[src/rtl/hdmi_timing_ctrl_pkg.sv]
// hdmi_timing_pkg: shared types and default 640x480@60 timing for the video
// timing sequencer.
//   - DEF_* : default porch/sync/active sizes and derived totals
//   - state_t : sequencer state
//   - vid_ctl_t : per-pixel control bundle carried down the output delay line
package hdmi_timing_pkg;

   localparam int DEF_H_ACTIVE = 640;
   localparam int DEF_H_FP     = 16;
   localparam int DEF_H_SYNC   = 96;
   localparam int DEF_H_BP     = 48;
   localparam int DEF_H_TOTAL  = DEF_H_ACTIVE + DEF_H_FP + DEF_H_SYNC + DEF_H_BP;

   localparam int DEF_V_ACTIVE = 480;
   localparam int DEF_V_FP     = 10;
   localparam int DEF_V_SYNC   = 2;
   localparam int DEF_V_BP     = 33;
   localparam int DEF_V_TOTAL  = DEF_V_ACTIVE + DEF_V_FP + DEF_V_SYNC + DEF_V_BP;

   typedef enum logic [1:0] {IDLE, RUN, DRAIN} state_t;

   typedef struct packed {
      logic de;
      logic hs;
      logic vs;
      logic fs;
      logic ls;
   } vid_ctl_t;

   // True when v lies in the half-open window [lo, lo+len).
   function automatic logic in_win(input int v, input int lo, input int len);
      return (v >= lo) && (v < lo + len);
   endfunction

endpackage

[src/rtl/hdmi_timing_ctrl_sync_delay_line.sv]
// sync_delay_line: DEPTH-stage, WIDTH-bit shift register, shifting every cycle.
//   clk, rst : clock, async active-high reset (all stages load RST_VAL)
//   din      : value entering stage 0
//   dout     : value leaving stage DEPTH-1 (DEPTH cycles after din)
module sync_delay_line #(
   parameter int               DEPTH   = 2,
   parameter int               WIDTH   = 1,
   parameter logic [WIDTH-1:0] RST_VAL = '0
) (
   input  logic             clk,
   input  logic             rst,
   input  logic [WIDTH-1:0] din,
   output logic [WIDTH-1:0] dout
);

   logic [DEPTH-1:0][WIDTH-1:0] sr;

   always_ff @(posedge clk or posedge rst) begin
      if (rst) begin
         sr <= {DEPTH{RST_VAL}};
      end else begin
         sr[0] <= din;
         for (int i = 1; i < DEPTH; i++) sr[i] <= sr[i-1];
      end
   end

   assign dout = sr[DEPTH-1];

endmodule

[src/rtl/hdmi_timing_ctrl.sv]
// hdmi_timing_ctrl: video raster sequencer in front of the TMDS encoders.
//   clk, rst     : pixel clock, async active-high reset
//   en           : run request (stops only on a frame boundary)
//   clr_err      : clears the sticky underflow flag
//   pix_valid    : pixel source has data for the current output cycle
//   pix_req/x/y  : pixel request with coordinates, one cycle after the counters
//   draw_area, hsync, vsync, frame_start, line_start : PIPE_DLY after counters
//   busy         : sequencer not idle
//   underflow    : sticky, draw_area seen without pix_valid
// PIPE_DLY must be >= 1 and H/V totals must fit in CW bits.
module hdmi_timing_ctrl
   import hdmi_timing_pkg::*;
#(
   parameter int H_ACTIVE = DEF_H_ACTIVE,
   parameter int H_FP     = DEF_H_FP,
   parameter int H_SYNC   = DEF_H_SYNC,
   parameter int H_BP     = DEF_H_BP,
   parameter int V_ACTIVE = DEF_V_ACTIVE,
   parameter int V_FP     = DEF_V_FP,
   parameter int V_SYNC   = DEF_V_SYNC,
   parameter int V_BP     = DEF_V_BP,
   parameter int SYNC_POL = 1,
   parameter int PIPE_DLY = 2,
   parameter int CW       = 10
) (
   input  logic          clk,
   input  logic          rst,
   input  logic          en,
   input  logic          clr_err,
   input  logic          pix_valid,
   output logic          pix_req,
   output logic [CW-1:0] pix_x,
   output logic [CW-1:0] pix_y,
   output logic          draw_area,
   output logic          hsync,
   output logic          vsync,
   output logic          frame_start,
   output logic          line_start,
   output logic          busy,
   output logic          underflow
);

   localparam int H_TOTAL = H_ACTIVE + H_FP + H_SYNC + H_BP;
   localparam int V_TOTAL = V_ACTIVE + V_FP + V_SYNC + V_BP;
   localparam logic [CW-1:0] HT_M1 = CW'(H_TOTAL - 1);
   localparam logic [CW-1:0] VT_M1 = CW'(V_TOTAL - 1);
   localparam logic POL = (SYNC_POL != 0);

   state_t        state, state_nxt;
   logic [CW-1:0] cntx, cnty;
   logic          run, x_last, frame_last;
   vid_ctl_t      s0, dly;

   assign run        = (state != IDLE);
   assign x_last     = (cntx == HT_M1);
   assign frame_last = x_last && (cnty == VT_M1);

   // ---------------- FSM ----------------
   always_ff @(posedge clk or posedge rst) begin
      if (rst) state <= IDLE;
      else     state <= state_nxt;
   end

   always_comb begin
      state_nxt = state;
      case (state)
         IDLE:    if (en) state_nxt = RUN;
         RUN:     if (!en) state_nxt = DRAIN;
         // A late en on the final cycle keeps the raster going seamlessly.
         DRAIN:   if (en) state_nxt = RUN;
                  else if (frame_last) state_nxt = IDLE;
         default: state_nxt = IDLE;
      endcase
   end

   // ---------------- raster counters ----------------
   always_ff @(posedge clk or posedge rst) begin
      if (rst) begin
         cntx <= '0;
         cnty <= '0;
      end else if (!run) begin
         cntx <= '0;
         cnty <= '0;
      end else if (x_last) begin
         cntx <= '0;
         cnty <= (cnty == VT_M1) ? '0 : cnty + 1'b1;
      end else begin
         cntx <= cntx + 1'b1;
      end
   end

   // ---------------- stage-0 decode ----------------
   always_comb begin
      s0    = '0;
      s0.de = run && (int'(cntx) < H_ACTIVE) && (int'(cnty) < V_ACTIVE);
      s0.hs = run && in_win(int'(cntx), H_ACTIVE + H_FP, H_SYNC);
      s0.vs = run && in_win(int'(cnty), V_ACTIVE + V_FP, V_SYNC);
      s0.ls = s0.de && (cntx == '0);
      s0.fs = s0.ls && (cnty == '0);
   end

   // ---------------- request stage ----------------
   always_ff @(posedge clk or posedge rst) begin
      if (rst) begin
         pix_req <= 1'b0;
         pix_x   <= '0;
         pix_y   <= '0;
      end else begin
         pix_req <= s0.de;
         pix_x   <= s0.de ? cntx : '0;
         pix_y   <= s0.de ? cnty : '0;
      end
   end

   // ---------------- output alignment ----------------
   // Keeps shifting in IDLE so the tail of a drained frame still reaches the pins.
   sync_delay_line #(
      .DEPTH   (PIPE_DLY),
      .WIDTH   ($bits(vid_ctl_t)),
      .RST_VAL ('0)
   ) u_dly (
      .clk  (clk),
      .rst  (rst),
      .din  (s0),
      .dout (dly)
   );

   assign draw_area   = dly.de;
   assign hsync       = dly.hs ~^ POL;
   assign vsync       = dly.vs ~^ POL;
   assign frame_start = dly.fs;
   assign line_start  = dly.ls;
   assign busy        = run;

   // ---------------- underflow (set beats clear) ----------------
   always_ff @(posedge clk or posedge rst) begin
      if (rst) underflow <= 1'b0;
      else     underflow <= (draw_area && !pix_valid) || (underflow && !clr_err);
   end

endmodule

[config.mk]
export PLATFORM = sky130hd
export DESIGN_NAME = hdmi_timing_ctrl
export DESIGN_NICKNAME = d
export VERILOG_FILES = /design/src/rtl/hdmi_timing_ctrl_pkg.sv /design/src/rtl/hdmi_timing_ctrl_sync_delay_line.sv /design/src/rtl/hdmi_timing_ctrl.sv
export SDC_FILE = /design/constraint.sdc
export NUM_CORES = 1
export LEC_CHECK = 0
export CAP_MARGIN = 0
export CORE_MARGIN = 4
export CORE_UTILIZATION = 55
export DETAILED_ROUTE_END_ITERATION = 10
export GPL_ROUTABILITY_DRIVEN = 0
export GPL_TIMING_DRIVEN = 0
export PLACE_DENSITY = 0.84
export SLEW_MARGIN = 20
export SYNTH_ARGS = -nofsm -noshare
export SYNTH_HDL_FRONTEND = slang
export SYNTH_SLANG_ARGS = --single-unit
[constraint.sdc]
create_clock -name clk -period 3.9 [get_ports clk]
set_input_delay 0.78 -clock clk [delete_from_list [all_inputs] [get_ports clk]]
set_output_delay 0.78 -clock clk [all_outputs]
set_load 0.03 [all_outputs]
==> flow_metrics.tcl, run 1 <==
set metrics [dict create \
    fill_cells 293 \
    status "finished clean" \
    synthesis.area_sq_mm 0.002257 \
    final_max_slew_viol_count 0 \
    peakVddDrop_mv 0.2295 \
    start_util_pct 56.84 \
    synthDominantCellAreaShare_pct 58.76 \
    ys.flop_type "dfrtp_1" \
    drive_gt1_share_pct 12.45 \
    finalHoldViolCount 0 \
    overflow 0 \
    area_growth_pct 21.73 \
    dp_hpwl_um 2715 \
    tritoncts "yes" \
    antenna_found_initial 0 \
    wl_met2_um 1902 \
    arrival_ns 1.89 \
    num-nets-final 241 \
    netlist_instances 192 \
    cp_max_fo 9 \
    drc 0 \
    placed_cell_area_sq_mm 0.002660 \
    post-cts-setup-buffers 0 \
    final_common_cell "dfrtp_1" \
    ys_ff_latch 53 \
    final-setup-viol-count 0 \
    async_reset_ff_share_pct 100.0 \
    synth.area.top_cells "dfrtp_1, and2_1, o31ai_2" \
    yosys_warnings 0 \
    final_cell_area_sq_mm 0.002748 \
    synth_edf_count 0 \
    syn_nets 201 \
    period_needed_ns 2.668 \
    fin_tns_setup_ns 0 \
    dr_total_vias 1541 \
    die_area_sq_mm 0.005193 \
    maxSlewHeadroom_pct 62.17 \
    rsz0062_at_grt "false" \
    rows 23 \
    wl_met3_um 191 \
    synth_area_per_cell_sq_um 11.76 \
    ctsRootBufferMaster "clkbuf_8" \
    grt_use_total_pct 17.01 \
    highest_layer "met4" \
    grt_first_pass_wirelength_um 6900 \
    placeableCoreArea_sq_mm 0.003971 \
    drt_iter0_markers 111 \
    cts_buffer_depth 2 \
    grt_pass1_vias 1415 \
    end_kind "output pin" \
    skew_ns 0.007229 \
    ios 33 \
    first_pass_iters 4 \
    synth_seq_area_share_pct 58.76 \
    fin_util_pct 69.19 \
    cts-resized-gates 0 \
    wire_per_inst_um 13.80 \
    antennaDiodeCount 0 \
    yosysUniqueCellTypes 42 \
    clkTransAtPathRegs_ns 0.09 \
    hold_path_class "reg2reg" \
    vias_per_cell 5.445 \
    die_h_um 72.06 \
    netlist.top_cell.by_area "dfrtp_1" \
    fmax_mhz 374.8 \
    cellLeakagePower_nw 1.208 \
    numClockSinks 53 \
    ctsHtreeMaxLevel 2 \
    required_ns 3.12 \
    wl_met1_um 1769 \
    grt_max_degree 37 \
    setup.worst_path.class "reg2out" \
    power_density_mw_per_mm2 400.8 \
    mostFrequentLayoutCells "dfrtp_1, clkdlybuf4s50_1, and2_1" \
    worst_pin_slew_ns 0.5649 \
    hold_buffers 0 \
    maxCapViolations 0 \
    cp-start-kind "flip-flop" \
    clkLatencyLatePin_ns 0.30 \
    portBuffers 32 \
    die_x_um 72.06 \
    final_antenna_net_count 0 \
    finalWirelength_um 3904 \
    fin_crit_sh_pct 68.40 \
    cts_buffers 5 \
]
-- stage by stage --
stage,power (W),hold WS (ns),worst slack [ns],std cells
global route,0.001155,0.3769,1.115,283
global placement,0.0008070,0.3331,0.9795,274
detailed placement,0.0008147,0.3347,1.572,275
CTS,0.001108,0.3583,1.233,283
floorplan,0.0007378,0.3312,1.834,192
finish,0.001101,0.3563,1.232,283
-- cell type report --
cell class | count | area [sq um] | share of cell area [%]
Clock inverter | 2 | 15.01 | 0.5464
Multi-Input combinational cell | 121 | 829.5 | 30.19
Timing Repair Buffer | 33 | 340.3 | 12.39
Tap cell | 50 | 62.56 | 2.277
Sequential cell | 53 | 1326 | 48.27
Buffer | 9 | 67.56 | 2.459
Inverter | 9 | 33.78 | 1.230
Clock buffer | 6 | 72.57 | 2.641
-- state kept, by name (all words and copies together) (netlist names) --
register / cells
underflow: 1
pix_req: 1
u_dly.dout: 5
pix_x: 10
pix_y: 10
cnty: 10
u_dly.sr: 4
cntx: 10
state: 2
-- critical path, stage by stage, from the launching register on --
cell and delay (ns):
dfrtp_1 0.43, nor2_2 0.35, inv_2 0.19, clkdlybuf4s50_1 0.63
-- cells by family after synthesis --
group | share of synthesized area (%)
AOI/OAI and AO/OA | 9.201
xor gates and xnor gates | 3.104
adders and majority gates | 2.217
buffers and inverters | 4.490
DFF | 58.76
other | 0.1661
and+or+nand+nor | 22.06
-- routing by layer --
layer	global-route usage, %	up-vias
met3	3.740	4
met1	24.25	749
met4	5.846	0
met5	0	-
met2	25.99	42
li1	-	746
-- Yosys cell counts, types with 2 or more instances --
cell	instances
buf_6	4
nand4_1	5
clkbuf_1	2
xnor2_1	4
inv_1	8
a311oi_1	2
a31oi_1	2
o31ai_2	5
and3_1	4
ha_1	4
nand2_1	8
dfrtp_1	53
a211oi_1	2
o22ai_1	2
and4_1	3
and2_1	23
nor2_1	12
nor3_1	5
o211ai_1	5
clkbuf_2	2
nand3_1	7
nand2b_1	3
xor2_1	4
o21ai_0	5
-- power breakdown --
part | leakage, nW | total (W) | switching [W] | internal, W
Clock | 0.0374 | 0.000299 | 0.000172 | 0.000127
Combinational | 0.454 | 0.000182 | 0.000108 | 0.0000742
Sequential | 0.717 | 0.000620 | 0.0000289 | 0.000591
-- path summary, 6_finish.rpt --
check                                           to  slack [ns]                   from  cells past startpoint
max                                           busy        1.23   state[1]$_DFFE_PP0P_                      3
min                        u_dly.dout[1]$_DFF_PP0_        0.36  u_dly.sr[1]$_DFF_PP0_                      0
max reg2reg                    cnty[8]$_DFFE_PP0P_        1.90    cnty[0]$_DFFE_PP0P_                      7
min reg2reg                u_dly.dout[1]$_DFF_PP0_        0.36  u_dly.sr[1]$_DFF_PP0_                      0
max in group asynchronous        cntx[0]$_DFF_PP0_        2.63                    rst                      3
min in group asynchronous       pix_x[6]$_DFF_PP0_        0.77                    rst                      2
Power figures use the tool's default switching activity.
==> run 2, diff against run 1 <==
--- a/config.mk
+++ b/config.mk
@@ -7,11 +7,11 @@
 export LEC_CHECK = 0
 export CAP_MARGIN = 0
 export CORE_MARGIN = 4
-export CORE_UTILIZATION = 55
+export CORE_UTILIZATION = 53
 export DETAILED_ROUTE_END_ITERATION = 10
 export GPL_ROUTABILITY_DRIVEN = 0
 export GPL_TIMING_DRIVEN = 0
-export PLACE_DENSITY = 0.84
+export PLACE_DENSITY = 0.81
 export SLEW_MARGIN = 20
 export SYNTH_ARGS = -nofsm -noshare
 export SYNTH_HDL_FRONTEND = slang
==> constraint.sdc (replaced) <==
create_clock -name clk -period 2.7 [get_ports clk]
set_input_delay 0.54 -clock clk [delete_from_list [all_inputs] [get_ports clk]]
set_output_delay 0.54 -clock clk [all_outputs]
set_load 0.03 [all_outputs]
==> run 2 against run 1 <==
Effect of this change:
- clock power rose by 79%
- total power up 54%
- final cell count is the same
- critical path depth unchanged
- hold slack worse by 0.0025 ns
- count of clock-buffer cells in the layout unchanged
- sequential share of layout area shrank 0.41 points
- core utilization down 0.89 points
- non-clock buffer count unchanged
- critical endpoint unchanged
==> flow_metrics.tcl, run 2 (synthesis gave the netlist of run 1 again) <==
set metrics [dict create \
    antennaDiodeCount 0 \
    seqCellArea_sq_mm 0.001326 \
    tritoncts "yes" \
    ctsHtreeMaxLevel 2 \
    vias_per_cell 5.509 \
    clkTransAtPathRegs_ns 0.09 \
    drc 0 \
    start_util_pct 55.63 \
    grt_first_pass_wirelength_um 7376 \
    antenna_found_initial 0 \
    drt_iter0_markers 104 \
    ios 33 \
    overflow 0 \
    skew_ns 0.005045 \
    numClockSinks 53 \
    fill_cells 314 \
    ctsRootBufferMaster "clkbuf_8" \
    final_max_slew_viol_count 0 \
    wire_per_inst_um 14.51 \
    power_density_mw_per_mm2 611.5 \
    seqPwrFrac_pct 53.0 \
    finalPower_w 0.001695 \
    portBuffers 32 \
    switchingPower_w 0.0004552 \
    reg2reg_to "cnty[4]$_DFFE_PP0P_" \
    end_kind "output pin" \
    hold_path_class "reg2reg" \
    hold_buffers 0 \
    hold_ws_ns 0.3538 \
    grt_pass1_vias 1556 \
    status "finished clean" \
    fin_cells 283 \
    clkLatencyLatePin_ns 0.31 \
    die_h_um 73.26 \
    clkPwrFrac_pct 31.5 \
    setup.worst_path.class "reg2out" \
    netSwitchingFraction_pct 26.86 \
    finalWirelength_um 4106 \
    fin_crit_sh_pct 90.25 \
    post-cts-setup-buffers 0 \
    finalHoldViolCount 0 \
    critPathLaunch "state[1]$_DFFE_PP0P_" \
    rsz0062_at_grt "false" \
    final_cell_area_sq_mm 0.002771 \
    pwr-share-comb_pct 15.5 \
    mostFrequentLayoutCells "dfrtp_1, clkdlybuf4s50_1, and2_1" \
    cts_buffers 5 \
    cp_max_fo 9 \
    peakVddDrop_mv 0.3012 \
    period_needed_ns 2.437 \
    min_to "u_dly.dout[0]$_DFF_PP0_" \
    post-place-cells 275 \
    fin_util_pct 68.30 \
    die_x_um 73.26 \
    die_area_sq_mm 0.005367 \
    rows 23 \
    regToRegSetupSlack_ns 0.69 \
    cp-start-kind "flip-flop" \
    required_ns 2.16 \
    grt_use_total_pct 17.95 \
    holdPathStages 0 \
    maxCapViolations 0 \
    placeableCoreArea_sq_mm 0.004058 \
    dp_hpwl_um 2813 \
    final-setup-viol-count 0 \
    dr_total_vias 1559 \
    placed_cell_area_sq_mm 0.002660 \
    multiInputGateArea_sq_um 829.5 \
    cts-resized-gates 0 \
    final_antenna_net_count 0 \
    first_pass_iters 4 \
    reg2regPathDepth 7 \
    num-nets-final 241 \
    grt_max_degree 37 \
    reg2reg_from "cnty[1]$_DFFE_PP0P_" \
    cts_buffer_depth 2 \
    maxSlewHeadroom_pct 62.34 \
    min_from "u_dly.sr[0]$_DFF_PP0_" \
    drive_gt1_share_pct 12.45 \
    final_common_cell "dfrtp_1" \
    internal_power_w 0.001240 \
    arrival_ns 1.90 \
    cellLeakagePower_nw 1.226 \
    area_growth_pct 22.78 \
    fmax_mhz 410.4 \
    worst_pin_slew_ns 0.5623 \
]
==> run 2: changes by cell type in the layout (fill, tap and decap cells not counted), sizes merged <==
cell,before,now
bufinv,0,1
clkinv,0,1
clkinvlp,2,0
==> run 2: power groups by stage <==
stage | registers, W | clock network (W) | logic (W)
2_1_floorplan | 0.000969 | 0 | 0.0000972
3_3_place_gp | 0.000911 | 0 | 0.000256
3_5_place_dp | 0.000913 | 0 | 0.000266
4_1_cts | 0.000898 | 0.000546 | 0.000267
5_1_grt | 0.000908 | 0.000577 | 0.000289
6_report | 0.000898 | 0.000534 | 0.000263
==> run 2: per-layer routing <==
layer | vias to the layer above | global-route usage (%) | wire (um)
met3 | 7 | 4.241 | 192
met1 | 778 | 23.31 | 1816
met2 | 33 | 28.80 | 2013
li1 | 741 | - | -
met4 | 0 | 7.582 | 83
met5 | - | 0 | 0
==> run 2: final cells by class <==
cell class,count,share of cell area [%]
clock buffers,6,2.619
clock inverters,2,1.400
flip-flops and latches,53,47.86
plain buffers,9,2.438
inverters,9,1.219
repair buffers,33,12.28
multi-input cells,121,29.93
well taps,50,2.257
==> run 2: stage by stage <==
stage	setup TNS [ns]	setup WS, ns
floorplan	0	0.8738
global placement	-0.5145	-0.01137
detailed placement	0	0.6130
CTS	0	0.2623
global route	0	0.1689
finish	0	0.2633
==> run 2: how the worst max path moves through the flow <==
stage                     slack [ns]           endpoint  cells past startpoint
after floorplan                 0.87  cntx[0]$_DFF_PP0_                      1
after global placement         -0.01  cntx[0]$_DFF_PP0_                      2
after detailed placement        0.61               busy                      3
after CTS                       0.26               busy                      3
after global routing            0.17               busy                      3
final                           0.26               busy                      3
==> run 2: critical path, cell delays in order, from the launching register on <==
cell and delay, ns:
dfrtp_1 0.42, nor2_2 0.36, inv_2 0.18, clkdlybuf4s50_1 0.64
